[src/rtl/lu_pkg.sv]
// lu_pkg: shared constants and saturation helper for the LU array cells
package lu_pkg;
    localparam int DATA_SZ = 8;
    localparam logic MODE_ADD = 1'b0;
    localparam logic MODE_SUB = 1'b1;

    function automatic logic signed [63:0] sat_s(input logic signed [63:0] value, input int width);
        logic signed [63:0] hi;
        logic signed [63:0] lo;
        hi = (64'sd1 <<< (width - 1)) - 64'sd1;
        lo = -hi - 64'sd1;
        return value > hi ? hi : (value < lo ? lo : value);
    endfunction
endpackage

[src/rtl/pe_mult_stage.sv]
// pe_mult_stage: registered signed multiplier stage with operand forwarding
module pe_mult_stage
    import lu_pkg::*;
#(
    parameter int SZ = DATA_SZ
) (
    input  logic            clk,
    input  logic            rst,
    input  logic            en,
    input  logic            vIn,
    input  logic [SZ-1:0]   x,
    input  logic [SZ-1:0]   y,
    input  logic [SZ-1:0]   z,
    input  logic            sub,
    output logic [2*SZ-1:0] p1,
    output logic [SZ-1:0]   z1,
    output logic            s1,
    output logic            v1,
    output logic [SZ-1:0]   xOut,
    output logic [SZ-1:0]   yOut
);
    // Low 2*SZ bits of the product of sign-extended operands equal the signed product
    always_ff @(posedge clk) begin
        if (rst) begin
            p1 <= '0;
            z1 <= '0;
            s1 <= MODE_ADD;
            v1 <= 1'b0;
            xOut <= '0;
            yOut <= '0;
        end else if (en) begin
            p1 <= {{SZ{x[SZ-1]}}, x} * {{SZ{y[SZ-1]}}, y};
            z1 <= z;
            s1 <= sub;
            v1 <= vIn;
            xOut <= x;
            yOut <= y;
        end
    end
endmodule

[src/rtl/mac_pe_cell.sv]
// mac_pe_cell: pipelined systolic MAC cell, zOut = z +/- (x*y >>> FRAC) with wrap/clamp and sticky overflow
module mac_pe_cell
    import lu_pkg::*;
#(
    parameter int SZ = DATA_SZ,
    parameter int FRAC = 0,
    parameter int SAT = 0
) (
    input  logic          clk,
    input  logic          rst,
    input  logic          en,
    input  logic          vIn,
    input  logic [SZ-1:0] x,
    input  logic [SZ-1:0] y,
    input  logic [SZ-1:0] z,
    input  logic          sub,
    input  logic          clrOvf,
    output logic [SZ-1:0] zOut,
    output logic          vOut,
    output logic [SZ-1:0] xOut,
    output logic [SZ-1:0] yOut,
    output logic          ovf
);
    logic [2*SZ-1:0] p1;
    logic [SZ-1:0] z1;
    logic s1;
    logic v1;
    logic signed [2*SZ-1:0] q;
    logic [2*SZ:0] r;
    logic signed [63:0] rw;
    logic signed [63:0] rs;
    logic of;

    pe_mult_stage #(.SZ(SZ)) u_mult (
        .clk(clk),
        .rst(rst),
        .en(en),
        .vIn(vIn),
        .x(x),
        .y(y),
        .z(z),
        .sub(sub),
        .p1(p1),
        .z1(z1),
        .s1(s1),
        .v1(v1),
        .xOut(xOut),
        .yOut(yOut)
    );

    // r carries one guard bit over the product width so the add/sub is exact
    always_comb begin
        q = $signed(p1) >>> FRAC;
        r = s1 == MODE_SUB ? {{(SZ+1){z1[SZ-1]}}, z1} - {q[2*SZ-1], q}
                           : {{(SZ+1){z1[SZ-1]}}, z1} + {q[2*SZ-1], q};
        rw = {{(63-2*SZ){r[2*SZ]}}, r};
        rs = sat_s(rw, SZ);
        of = rs != rw;
    end

    always_ff @(posedge clk) begin
        if (rst) begin
            zOut <= '0;
            vOut <= 1'b0;
            ovf <= 1'b0;
        end else begin
            if (en) begin
                zOut <= SAT != 0 ? rs[SZ-1:0] : r[SZ-1:0];
                vOut <= v1;
            end
            ovf <= (en && v1 && of) || (ovf && !clrOvf);
        end
    end
endmodule
[config.mk]
export PLATFORM = sky130hd
export DESIGN_NAME = mac_pe_cell
export DESIGN_NICKNAME = d
export VERILOG_FILES = /design/src/rtl/lu_pkg.sv /design/src/rtl/pe_mult_stage.sv /design/src/rtl/mac_pe_cell.sv
export SDC_FILE = /design/constraint.sdc
export NUM_CORES = 1
export LEC_CHECK = 0
export CAP_MARGIN = 40
export CORE_ASPECT_RATIO = 1.2
export CORE_MARGIN = 2
export CORE_UTILIZATION = 42
export CTS_CLUSTER_SIZE = 24
export DETAILED_ROUTE_END_ITERATION = 8
export SYNTH_ARGS = -nofsm -noshare
export SYNTH_HDL_FRONTEND = slang
export SYNTH_SLANG_ARGS = --single-unit
[constraint.sdc]
create_clock -name clk -period 5.7 [get_ports clk]
set_input_delay 1.425 -clock clk [delete_from_list [all_inputs] [get_ports clk]]
set_output_delay 1.425 -clock clk [all_outputs]
set_load 0.05 [all_outputs]
==> out/metrics.yaml <==
outcome:
  status: "completed"
clocking:
  clockBufferDepth: 2
  clkSinkCount: 52
  cts_hold_buf: 0
  cts_max_level: 2
  clk_pin_slew_ns: 0.07
  numCtsBuffers: 5
  cts_root_buf: "clkbuf_16"
  clock_latency_ns: 0.31
  cts_tree: "yes"
power_and_ir_drop:
  switching_share_pct: 44.5
  p_int_mw: 1.56
  max-vdd-ir-drop_mv: 0.185
  finalPower_mw: 2.82
  p_comb_share_pct: 70.3
  p_sw_mw: 1.25
  pwr-share-seq_pct: 16.9
  power.density_nw_per_um2: 419
  p_leak_nw: 3.11
  pwr-share-clk_pct: 12.8
route:
  viasPerCell: 5.11
  antenna_left: 0
  routed_wl_mm: 12.3
  vias: 4458
  wire_per_inst_um: 14.1
  first_pass_iters: 4
  route.detailed.drc: 0
  drtIter0Drc: 126
logic_synthesis:
  synth-main-ff-cell: "dfxtp_1"
  ys_warn_count: 0
  ys_types: 57
  syn_inst: 619
  syn_area_sq_um: 5520
  synth_area_per_cell_sq_um: 8.92
  ys_seq_area_share_pct: 18.8
  synth_edf_count: 0
  synth_nets: 752
  ys_seq_elements: 52
  async_flop_share_pct: 0
final_layout:
  layout_common_cells: "nor2_1, inv_1, fa_1"
  syn_to_final_growth_pct: 21.6
  final_layout_size_suffix_gt1_share_pct: 9.18
  num_antenna_cells: 0
  nets: 840
  layout_commonest_cell: "nor2_1"
  fin_cells: 872
  final_area_sq_um: 6720
  final_util_pct: 52.8
placement:
  dp.cells: 864
  hpwl_mm: 10.1
  gp_congestion: 0.831
  dpl_cell_area_sq_um: 6530
  port_buffers: 55
  place_ws_ns: -0.347
worst_setup_path:
  r2r-start: "u_mult.p1[2]$_SDFFE_PP0P_"
  critPathLaunch: "y[6]"
  endpoint_kind: "flop"
  cp-start-kind: "primary input"
  critPathRequiredTime_ns: 5.91
  cp_max_fo: 4
  crit_arrival_ns: 5.68
  crit_type: "in -> reg"
timing:
  fin_setup_tns_ns: 0
  rsz0062_at_grt: "true"
  hold_ws_ns: 0.482
  period_needed_ns: 5.47
  period_share_pct: 96.0
  setup_violations: 0
  max_freq_mhz: 183
  tightest_slew_ns: 0.823
  skew_ns: 0.00505
  drv_slew: 0
  relSlewSlack_pct: 45.2
  setup_ws_ns: 0.230
  hold_viol_final: 0
floorplanning:
  fp-row-count: 45
  dieArea_sq_um: 14100
  ios: 56
  start_util_pct: 43.4
  die_h_um: 130
  coreArea_sq_um: 12700
  die_w_um: 109
flow_run:
  maxCapViolCount: 0
grt:
  grt_max_degree: 58
  grt_pass1_vias: 4506
  antenna_found_initial: 0
  overflow: 0
  grt_usage_pct: 18.8
  grt_pass1_wl_mm: 20.9
min_path:
  min_path_type: "reg -> reg"
  hp-start: "zOut[1]$_SDFFE_PP0P_"
## worst max-delay path, stage by stage
cell and delay [ns]:
clkdlybuf4s50_1 0.58, nand2_1 0.11, fa_1 0.49, fa_1 0.54
inv_1 0.05, fa_1 0.50, fa_1 0.49, ha_1 0.33
o21ai_1 0.11, a21boi_1 0.11, o21ai_1 0.16, a21oi_1 0.10
o21a_1 0.23, o21a_1 0.19, o32ai_1 0.26
## area by class of cell
type / instances / area [sq um]
fill: 1223 / 6010
multi-input combinational: 486 / 4190
sequential: 52 / 1040
timing repair buffer: 98 / 871
inverter: 64 / 240
tap: 164 / 205
clock buffer: 6 / 129
clock inverter: 2 / 38.8
## power groups by stage
stage                     logic [mW]  clock network, mW  registers, mW
final                           1.98              0.361          0.476
after global routing            2.23              0.383          0.485
after CTS                       1.99              0.373          0.476
after detailed placement        1.97                  0          0.484
after global placement          1.93                  0          0.483
after floorplan                 1.39                  0          0.551
## flip-flops by register name, indices dropped and copies added, names as in the netlist
register	cells
ovf	1
u_mult.p1	16
u_mult.s1	1
u_mult.v1	1
u_mult.xOut	8
u_mult.yOut	8
u_mult.z1	8
vOut	1
zOut	8
## Yosys cell counts, types with 2 or more instances
| master | count | area (sq um) |
|---|---|---|
| a211oi_1 | 7 | 52.6 |
| a21boi_0 | 4 | 30.0 |
| a21o_1 | 4 | 30.0 |
| a21oi_1 | 19 | 95.1 |
| a311oi_1 | 3 | 26.3 |
| a41oi_1 | 2 | 17.5 |
| and2_1 | 38 | 238 |
| and3b_1 | 2 | 17.5 |
| buf_1 | 3 | 11.3 |
| clkbuf_1 | 14 | 52.6 |
| dfxtp_1 | 52 | 1040 |
| fa_1 | 56 | 1120 |
| ha_1 | 47 | 588 |
| inv_1 | 64 | 240 |
| mux2i_1 | 42 | 420 |
| nand2_1 | 29 | 109 |
| nand2b_1 | 17 | 106 |
| nand3_1 | 6 | 30.0 |
| nand3b_1 | 2 | 15.0 |
| nor2_1 | 83 | 312 |
| nor2b_1 | 4 | 25.0 |
| nor3_1 | 11 | 55.1 |
| nor3b_1 | 3 | 22.5 |
| nor4_1 | 5 | 31.3 |
| o211ai_1 | 5 | 37.5 |
| o21a_1 | 10 | 75.1 |
| o21ai_0 | 13 | 65.1 |
| o22ai_1 | 3 | 18.8 |
| o311ai_0 | 2 | 17.5 |
| o31a_1 | 3 | 26.3 |
| o31ai_1 | 3 | 22.5 |
| or3_1 | 4 | 25.0 |
| or4_4 | 2 | 22.5 |
| xnor2_1 | 29 | 254 |
| xor2_1 | 6 | 52.6 |
## logic make-up (layout without fill, tap and decap cells)
| group | after synthesis | after routing | synth area share, % |
|---|---|---|---|
| flops | 52 | 52 | 18.8 |
| mux | 43 | 43 | 7.81 |
| xor+xnor | 35 | 35 | 5.55 |
| compound gates | 90 | 90 | 11.7 |
| simple gates | 215 | 215 | 19.7 |
| fa+ha+maj | 103 | 103 | 30.9 |
| buf+inv | 81 | 170 | 5.50 |
## per-layer routing
| layer | track usage, % | wire length (um) |
|---|---|---|
| met1 | 20.9 | 5150 |
| met2 | 36.5 | 6670 |
| met3 | 3.07 | 320 |
| met4 | 4.68 | 173 |
| met5 | 0 | 0 |
## final timing paths
kind,endpoint,slack (ns),depth (start not counted)
max,u_mult.p1[12]$_SDFFE_PP0P_,0.23,15
min,zOut[1]$_SDFFE_PP0P_,0.48,2
max reg2reg,ovf$_SDFF_PP0_,0.75,18
min reg2reg,zOut[1]$_SDFFE_PP0P_,0.48,2
## repair_timing
item	4_1_cts	5_1_grt
buffers inserted	0	0
gates cloned	0	0
resized for setup	3	11
endpoints found under the setup margin	2	5
pin swaps	0	2
No activity file was read; power rests on OpenSTA's default activity.
